## src/rtl/vec_stage_sequencer.sv

```systemverilog
// rtl/vec_stage_sequencer.sv - sequences one elementwise vector stage between two VecFIFOs
// Purpose: tracks complete vectors in the input FIFO and free slots in the
//   output FIFO, strobes the stage start when both exist, follows the stage's
//   chunk requests and completion, and retires the vector.
// Optional feature macro: VSEQ_WATCHDOG_EN (stall watchdog, TimeoutCycles).
// Ports:
//   clk_in        clock, rising edge
//   rst_in        asynchronous active-low reset
//   enable        gates issue of new vectors
//   in_wr_en      input FIFO write strobe mirror (one chunk per cycle)
//   in_space      input vector count below InDepth
//   stage_start   stage in_data_ready (high while in ISSUE)
//   stage_req     stage chunk request
//   stage_done    stage vector complete
//   out_rd_vec    downstream consumed one vector
//   out_vec_avail output vector count nonzero
//   busy          FSM not idle
//   err           sticky protocol error
//   vec_count     retired vector count (wraps)
module vec_stage_sequencer #(
  parameter int VecElements   = 8,
  parameter int BytesPerWrite = 2,
  parameter int WorkingRegs   = 4,
  parameter int InDepth       = 2,
  parameter int OutDepth      = 2,
  parameter int TimeoutCycles = 64
) (
  input  logic        clk_in,
  input  logic        rst_in,
  input  logic        enable,
  input  logic        in_wr_en,
  output logic        in_space,
  output logic        stage_start,
  input  logic        stage_req,
  input  logic        stage_done,
  input  logic        out_rd_vec,
  output logic        out_vec_avail,
  output logic        busy,
  output logic        err,
  output logic [15:0] vec_count
);

  localparam int Writes = VecElements / BytesPerWrite;
  localparam int Chunks = VecElements / WorkingRegs;
  localparam int WcW    = (Writes > 1) ? $clog2(Writes) : 1;
  localparam int IvW    = $clog2(InDepth + 1);
  localparam int OvW    = $clog2(OutDepth + 1);
  localparam int RcW    = $clog2(Chunks + 1);

  localparam logic [WcW-1:0] WLAST    = WcW'(Writes - 1);
  localparam logic [IvW-1:0] IN_FULL  = IvW'(InDepth);
  localparam logic [OvW-1:0] OUT_FULL = OvW'(OutDepth);
  localparam logic [RcW-1:0] R_MAX    = RcW'(Chunks);

  typedef enum logic [1:0] {S_IDLE, S_ISSUE, S_RUN, S_DONE} state_t;

  state_t         r_state;
  logic [WcW-1:0] r_wcnt;
  logic [IvW-1:0] r_in_vecs;
  logic [OvW-1:0] r_out_vecs;
  logic [RcW-1:0] r_rcnt;
  logic [15:0]    r_vec_count;
  logic           r_err;
  logic           r_stage_start;
  logic           r_busy;
  logic           r_in_space;
  logic           r_out_avail;

  logic           w_wr_block;
  logic           w_wr_acc;
  logic           w_wr_last;
  logic           w_rd_err;
  logic           w_rd_ok;
  logic           w_done;
  logic           w_wd_fire;
  logic           w_in_dec;
  logic [IvW-1:0] w_in_vecs_nxt;
  logic [OvW-1:0] w_out_vecs_nxt;

`ifdef VSEQ_WATCHDOG_EN
  localparam int WdW = $clog2(TimeoutCycles + 1);
  localparam logic [WdW-1:0] WD_LAST = WdW'(TimeoutCycles - 1);
  logic [WdW-1:0] r_wd;
  assign w_wd_fire = ((r_state == S_ISSUE) || (r_state == S_RUN)) && (r_wd == WD_LAST);
`else
  assign w_wd_fire = 1'b0;
`endif

  // A write is refused only at a vector boundary with the FIFO full; a
  // partially written vector always has room to finish.
  assign w_wr_block = in_wr_en && (r_in_vecs == IN_FULL) && (r_wcnt == '0);
  assign w_wr_acc   = in_wr_en && !w_wr_block;
  assign w_wr_last  = w_wr_acc && (r_wcnt == WLAST);
  assign w_rd_err   = out_rd_vec && (r_out_vecs == '0);
  assign w_rd_ok    = out_rd_vec && !w_rd_err;
  assign w_done     = (r_state == S_DONE);
  assign w_in_dec   = w_done || w_wd_fire;

  // Same-edge increment and decrement cancel to the net change.
  always_comb begin
    w_in_vecs_nxt = r_in_vecs;
    if (w_wr_last && !w_in_dec)
      w_in_vecs_nxt = r_in_vecs + IvW'(1);
    else if (!w_wr_last && w_in_dec)
      w_in_vecs_nxt = r_in_vecs - IvW'(1);
  end

  always_comb begin
    w_out_vecs_nxt = r_out_vecs;
    if (w_done && !w_rd_ok)
      w_out_vecs_nxt = r_out_vecs + OvW'(1);
    else if (!w_done && w_rd_ok)
      w_out_vecs_nxt = r_out_vecs - OvW'(1);
  end

  always_ff @(posedge clk_in or negedge rst_in) begin
    if (!rst_in) begin
      r_state       <= S_IDLE;
      r_wcnt        <= '0;
      r_in_vecs     <= '0;
      r_out_vecs    <= '0;
      r_rcnt        <= '0;
      r_vec_count   <= '0;
      r_err         <= 1'b0;
      r_stage_start <= 1'b0;
      r_busy        <= 1'b0;
      r_in_space    <= 1'b1;
      r_out_avail   <= 1'b0;
`ifdef VSEQ_WATCHDOG_EN
      r_wd          <= '0;
`endif
    end else begin
      if (w_wr_acc)
        r_wcnt <= w_wr_last ? '0 : r_wcnt + WcW'(1);
      r_in_vecs   <= w_in_vecs_nxt;
      r_in_space  <= (w_in_vecs_nxt < IN_FULL);
      r_out_vecs  <= w_out_vecs_nxt;
      r_out_avail <= (w_out_vecs_nxt != '0);
      if (w_wr_block || w_rd_err)
        r_err <= 1'b1;

      case (r_state)
        S_IDLE: begin
          if (enable && (r_in_vecs != '0) && (r_out_vecs < OUT_FULL)) begin
            r_state       <= S_ISSUE;
            r_rcnt        <= '0;
            r_stage_start <= 1'b1;
            r_busy        <= 1'b1;
`ifdef VSEQ_WATCHDOG_EN
            r_wd          <= '0;
`endif
          end
        end
        S_ISSUE: begin
          if (stage_req) begin
            r_rcnt        <= RcW'(1);
            r_state       <= S_RUN;
            r_stage_start <= 1'b0;
          end else if (stage_done) begin
            // Completion without any chunk request is a stage protocol error.
            r_state       <= S_DONE;
            r_stage_start <= 1'b0;
            r_err         <= 1'b1;
          end
        end
        S_RUN: begin
          if (stage_req) begin
            if (r_rcnt == R_MAX)
              r_err <= 1'b1;
            else
              r_rcnt <= r_rcnt + RcW'(1);
          end
          if (stage_done)
            r_state <= S_DONE;
        end
        default: begin
          r_vec_count <= r_vec_count + 16'd1;
          r_state     <= S_IDLE;
          r_busy      <= 1'b0;
        end
      endcase

`ifdef VSEQ_WATCHDOG_EN
      // Placed after the case so a timeout overrides any stage transition.
      if ((r_state == S_ISSUE) || (r_state == S_RUN)) begin
        if (w_wd_fire) begin
          r_state       <= S_IDLE;
          r_stage_start <= 1'b0;
          r_busy        <= 1'b0;
          r_err         <= 1'b1;
        end else begin
          r_wd <= r_wd + WdW'(1);
        end
      end
`endif
    end
  end

  assign in_space      = r_in_space;
  assign stage_start   = r_stage_start;
  assign out_vec_avail = r_out_avail;
  assign busy          = r_busy;
  assign err           = r_err;
  assign vec_count     = r_vec_count;

endmodule

```

## config.mk

```make
export PLATFORM = sky130hd
export DESIGN_NAME = vec_stage_sequencer
export DESIGN_NICKNAME = d
export VERILOG_FILES = /design/src/rtl/vec_stage_sequencer.sv
export SDC_FILE = /design/constraint.sdc
export NUM_CORES = 1
export LEC_CHECK = 0
export ABC_AREA = 1
export CAP_MARGIN = 20
export CORE_MARGIN = 2
export CORE_UTILIZATION = 30
export CTS_CLUSTER_SIZE = 30
export DETAILED_ROUTE_END_ITERATION = 10
export SYNTH_ARGS = -nofsm -noshare
export SYNTH_HDL_FRONTEND = slang
export SYNTH_SLANG_ARGS = --single-unit
```

## constraint.sdc

```tcl
create_clock -name clk_in -period 4.8 [get_ports clk_in]
set_clock_uncertainty 0.1 [all_clocks]
set_input_delay 1.44 -clock clk_in [delete_from_list [all_inputs] [get_ports clk_in]]
set_output_delay 1.44 -clock clk_in [all_outputs]
set_load 0.01 [all_outputs]
```

==> reports/qor.yml, run 1 <==
max_cap_violations: 0
dpl_cell_area_um2: 2140
power_w: 0.001105
grt_pass1_wl_mm: 6.106
relSlewSlack: 0.6058
cpMostUsedCell: "nand2_1"
drtIter0Drc: 44
cpPeakStageDelay_ns: 0.47
antenna_cells: 0
die_w_um: 81.01
antenna_found_initial: 0
synthToLayoutAreaGrowth_pct: 24.75
period_minus_slack_ns: 2.911
grtUsageTotal: 0.1229
path_class: "input pin to flop"
synth_nets: 229
via_per_inst: 4.285
synthTopCellsByArea: "dfrtp_1 (42%), nand2_1 (11%), ha_1 (9.1%)"
period_share: 0.6065
routed_wirelength_mm: 3.425
seq_area_frac_synth: 0.4367
status: "finished, final reports clean"
synth_area_um2: 1779
core_area_um2: 5816
synth_ff_type: "dfrtp_1"
synthArstFlopShare: 1.000
synth.largest_area_cell: "dfrtp_1"
irDropWorstVdd_mv: 0.2019
drc_errors: 0
path_cells: "clkdlybuf4s50_1 -> nand2_1 -> o21ai_1 -> nor2_1 -> inv_1 -> ha_1 -> nand2_1 -> o21ai_0 -> nand2_1 -> o21ai_0 -> inv_1"
place_hpwl_mm: 2.550
final_cells: 319
post_cts_buffers: 0
cellPowerDensity_nw_per_um2: 498.0
path_clk_slew_ns: 0.06
hold_class: "flop to flop"
crit_required_ns: 4.86
ant_nets: 0
critPathMaxFanout: 5
drt-pass1-iter-count: 4
fillers: 623
cts_root_buf: "clkbuf_8"
num_rows: 28
grt_pass1_vias: 1332
dp_cells: 311
finalMaxSlewViolations: 0
clk_latency_ns: 0.28
routabilityCongestion: 0.7924
yosysTopAreaCellShare: 0.4219
arrival_ns: 2.97
cts_made_buffers: 5
synth_edf_count: 0
overflow: 0
hold_buffers: 0
synth_cell_type_count: 25
cp-start-kind: "input pin"
ys_warn_count: 0
leakage_nw: 1.050
hold_viol_final: 0
cts.sinks: 31
synth_most_common_cell: "nand2_1"
finalSetupViolations: 0
synth_cells: 209
ctsHtreeMaxLevel: 2
grt_max_degree: 32
yosys-top-cells-count: "nand2_1 (52), inv_1 (34), dfrtp_1 (30)"
worstMarginPinSlew_ns: 0.5914
nNetsFinal: 263
ys_ff_latch: 31
fmax_ghz: 0.3435
initial_core_util: 0.3059
fp.dieH_um: 81.01
vias: 1367
tns_ns: 0
wl_per_cell_um: 10.74
cts_tree: "yes"
dieArea_um2: 6563
rsz0062_at_grt: "no"
stdcell_area_um2: 2220
drive_above_1_share: 0.08607
cts.repair.resized: 0
io_buffers: 27
avgSynthCellArea_um2: 8.513
cp-end-kind: "flop"
io_pins: 28
cts.path.max_buffers: 2
critPathSlowestCell: "clkdlybuf4s50_1"
-- cells in the final DEF (no fill, tap or decap) --
cell type | Yosys | final
o21a_1 | 1 | 1
nor2_4 | 4 | 4
o21ai_0 | 10 | 10
dfrtp_1 | 30 | 30
nand3_4 | 1 | 1
dfstp_2 | 1 | 1
nand2_2 | 2 | 2
a21oi_1 | 6 | 6
xnor2_1 | 5 | 5
clkbuf_8 | 0 | 5
inv_1 | 34 | 34
buf_4 | 0 | 1
o21ai_1 | 3 | 3
nand4_1 | 3 | 3
xor2_2 | 1 | 1
nand2_4 | 1 | 1
a22oi_1 | 1 | 1
nand3_1 | 11 | 11
nor2_1 | 15 | 15
xor2_1 | 8 | 8
clkdlybuf4s50_1 | 0 | 27
nand2_1 | 52 | 52
nor3_1 | 1 | 1
ha_1 | 13 | 13
nor2_2 | 2 | 2
inv_8 | 1 | 1
nor3_2 | 2 | 2
clkbuf_1 | 0 | 3
-- per-stage QoR --
step / hold slack, ns / setup WS (ns) / util
global placement: 0.3661 / 1.683 / 0.3679
global route: 0.4090 / 1.637 / 0.3817
finish: 0.3789 / 1.889 / 0.3817
detailed placement: 0.3696 / 1.584 / 0.3679
floorplan: 0.3481 / 2.264 / -
CTS: 0.3821 / 1.884 / 0.3817
-- cell type report --
cell class	count	area (um^2)	area share
inverter	35	138.9	0.06257
multi-input combinational	142	852.1	0.3839
clock buffer	8	80.08	0.03608
sequential	31	777.0	0.3501
tap	75	93.84	0.04228
timing repair buffer	28	277.8	0.1251
-- path summary, 6_finish.rpt --
path,cells after the start,from,end,slack [ns]
worst max-delay path,11,in_wr_en,r_in_vecs[1],1.89
worst min-delay path,2,r_in_vecs[0],r_in_vecs[0],0.38
worst max register to register,12,r_in_vecs[0],r_in_vecs[1],2.90
worst min register to register,2,r_in_vecs[0],r_in_vecs[0],0.38
max in group asynchronous,2,rst_in,in_space,2.81
min in group asynchronous,2,rst_in,vec_count[7],1.46
-- worst max-delay path: cells and delay by family --
family | cells | cell delay, ns
buf+inv | 3 | 0.61
compound gates | 3 | 0.45
simple gates | 4 | 0.29
fa+ha+maj | 1 | 0.18
-- where the power goes --
group          switching [W]  leakage, nW  internal [W]
Clock              0.0000932       0.0395      0.000103
Combinational       0.000289        0.613      0.000214
Sequential         0.0000615        0.398      0.000345
Total               0.000443         1.05      0.000662
-- cell families after synthesis --
family	share of synthesized area
AO/OA/AOI/OAI	0.06189
flip-flops	0.4367
adder cells (fa/ha/maj)	0.09142
XOR/XNOR	0.07314
buffers and inverters	0.08439
AND/OR/NAND/NOR	0.2525
-- per-layer routing --
metal | routed length, um | track usage | up-vias
met5 | 0 | 0 | -
met4 | 51 | 0.05085 | 0
met3 | 162 | 0.04333 | 5
met2 | 1551 | 0.1851 | 25
met1 | 1660 | 0.1601 | 621
li1 | - | - | 716
-- sequential cells by signal (all words and copies together) (netlist names) --
signal         cells
busy               1
err                1
in_space           1
out_vec_avail      1
r_in_vecs          2
r_out_vecs         2
r_rcnt             2
r_state            2
r_wcnt             2
stage_start        1
vec_count         16
(Power assumes the default switching activity.)
==> inputs of run 2 (changes only) <==
==> constraint.sdc (replaced) <==
create_clock -name clk_in -period 2.5 [get_ports clk_in]
set_clock_uncertainty 0.1 [all_clocks]
set_input_delay 0.75 -clock clk_in [delete_from_list [all_inputs] [get_ports clk_in]]
set_output_delay 0.75 -clock clk_in [all_outputs]
set_load 0.01 [all_outputs]
==> reports/qor.yml, run 2 (synthesis results as in run 1) <==
status: "finished, final reports clean"
initial_core_util: 0.3059  # unchanged
r2r_cells: 7  # -5
cts_root_buf: "clkbuf_8"
r2r-start: "r_state[1]"
cts_made_buffers: 5  # unchanged
drt-pass1-iter-count: 4  # unchanged
ant_nets: 0  # unchanged
vias: 1368  # +0.073%
grtUsageTotal: 0.1181  # -0.004754
worstMarginPinSlew_ns: 0.5862  # -0.005190 ns
cts_tree: "yes"
relSlewSlack: 0.6092  # +0.003460
tns_ns: 0  # unchanged
crit_buf_inv: 1  # -2
hold_buffers: 0  # unchanged
cp-start-kind: "flop"
cp-end-kind: "output port"
path_class: "flop to output port"
hold_depth: 2  # unchanged
most-common-layout-cells: "nand2_1 (52), inv_1 (34), dfrtp_1 (30)"
finalMaxSlewViolations: 0  # unchanged
cts.sinks: 31  # unchanged
via_per_inst: 4.275  # -0.24%
overflow: 0  # unchanged
path_cells: "clkdlybuf4s50_1"
hold_viol_final: 0  # unchanged
post_cts_buffers: 0  # unchanged
cp_top_family: "flip-flops"
antenna_found_initial: 0  # unchanged
irDropWorstVdd_mv: 0.4449  # +120%
final_cells: 320  # +0.31%
min-delay-start: "r_rcnt[0]"
crit_required_ns: 1.65  # -3.21 ns
synthToLayoutAreaGrowth_pct: 25.18
grt_pass1_vias: 1316  # -1.2%
dieArea_um2: 6563  # unchanged
period_minus_slack_ns: 2.167
cellPowerDensity_nw_per_um2: 950.2  # +91%
final_common_cell: "nand2_1"
fp.dieH_um: 81.01  # unchanged
timing.rr.end: "r_in_vecs[1]"
routed_wirelength_mm: 3.378  # -1.4%
grt_pass1_wl_mm: 5.885  # -3.6%
drc_errors: 0  # unchanged
dp_cells: 312  # +0.32%
ctsHtreeMaxLevel: 2  # unchanged
hold_path_end: "r_rcnt[0]"
largest_reg_flops: 16  # unchanged
cts.path.max_buffers: 2  # unchanged
cts.repair.resized: 0  # unchanged
finalSetupViolations: 0  # unchanged
critPathSlowestCell: "dfstp_2"
num_rows: 28  # unchanged
max_cap_violations: 0  # unchanged
leakage_nw: 1.055  # +0.45%
arrival_ns: 1.32  # -1.65 ns
r2r_slack_ns: 0.72  # -2.18 ns
drive_above_1_share: 0.08980  # +0.003730
grt_max_degree: 32  # unchanged
drtIter0Drc: 63  # +43%
regArea_um2: 777.0  # unchanged
nNetsFinal: 264  # +0.38%
io_pins: 28  # unchanged
wl_per_cell_um: 10.56  # -1.7%
place_hpwl_mm: 2.602  # +2.1%
critPathMaxFanout: 1  # -4
die_w_um: 81.01  # unchanged
period_share: 0.8667
hold_class: "flop to flop"
cpPeakStageDelay_ns: 0.52  # +0.05 ns
io_buffers: 27  # unchanged
routabilityCongestion: 0.7743  # -2.3%
fillers: 616  # -1.1%
path_clk_slew_ns: 0.06  # about the same
fmax_ghz: 0.4615
antenna_cells: 0  # unchanged
clk_latency_ns: 0.28  # about the same
core_area_um2: 5816  # unchanged
multi_input_area_um2: 852.1  # unchanged
rsz0062_at_grt: "no"
## run 2: cell count changes in the layout (fill, tap and decap cells not counted)
| cell | before | now |
|---|---|---|
| buf_4 | 1 | 2 |
## run 2: layer usage
layer,up-vias,part of all wire,track usage
met5,-,0,0
met2,27,0.47,0.1917
met3,4,0.047,0.04333
li1,716,-,-
met1,621,0.47,0.1445
met4,0,0.0086,0.04068
## run 2: worst max path at each step
stage,start,to,slack [ns],cells past startpoint
final,in_space,in_space,0.33,1
after global routing,vec_count[4],vec_count[4],0.27,1
after CTS,in_space,in_space,0.32,1
after detailed placement,in_wr_en,r_in_vecs[1],0.15,11
after global placement,in_wr_en,r_in_vecs[1],0.21,11
after floorplan,in_wr_en,r_in_vecs[1],0.65,10
## run 2: final cells by class
type                       instances  share of cell area
multi-input combinational        142              0.3826
sequential                        31              0.3489
timing repair buffer              29              0.1281
inverter                          35             0.06236
tap                               75             0.04213
clock buffer                       8             0.03595
## run 2: where the power goes
group | internal (W) | switching, W
Clock | 0.000197 | 0.000171
Combinational | 0.000414 | 0.000552
Sequential | 0.000662 | 0.000119
## run 2: metrics by stage
stage / utilization / power [W] / hold slack, ns / instance area (um^2) / setup slack [ns]
floorplan: - / 0.001440 / 0.3481 / 1779 / 0.6544
global placement: 0.3692 / 0.001755 / 0.3673 / 2147 / 0.2143
detailed placement: 0.3692 / 0.001763 / 0.3797 / 2147 / 0.1516
CTS: 0.3830 / 0.002156 / 0.4008 / 2227 / 0.3201
global route: 0.3830 / 0.002338 / 0.4425 / 2227 / 0.2731
finish: 0.3830 / 0.002116 / 0.3902 / 2227 / 0.3334
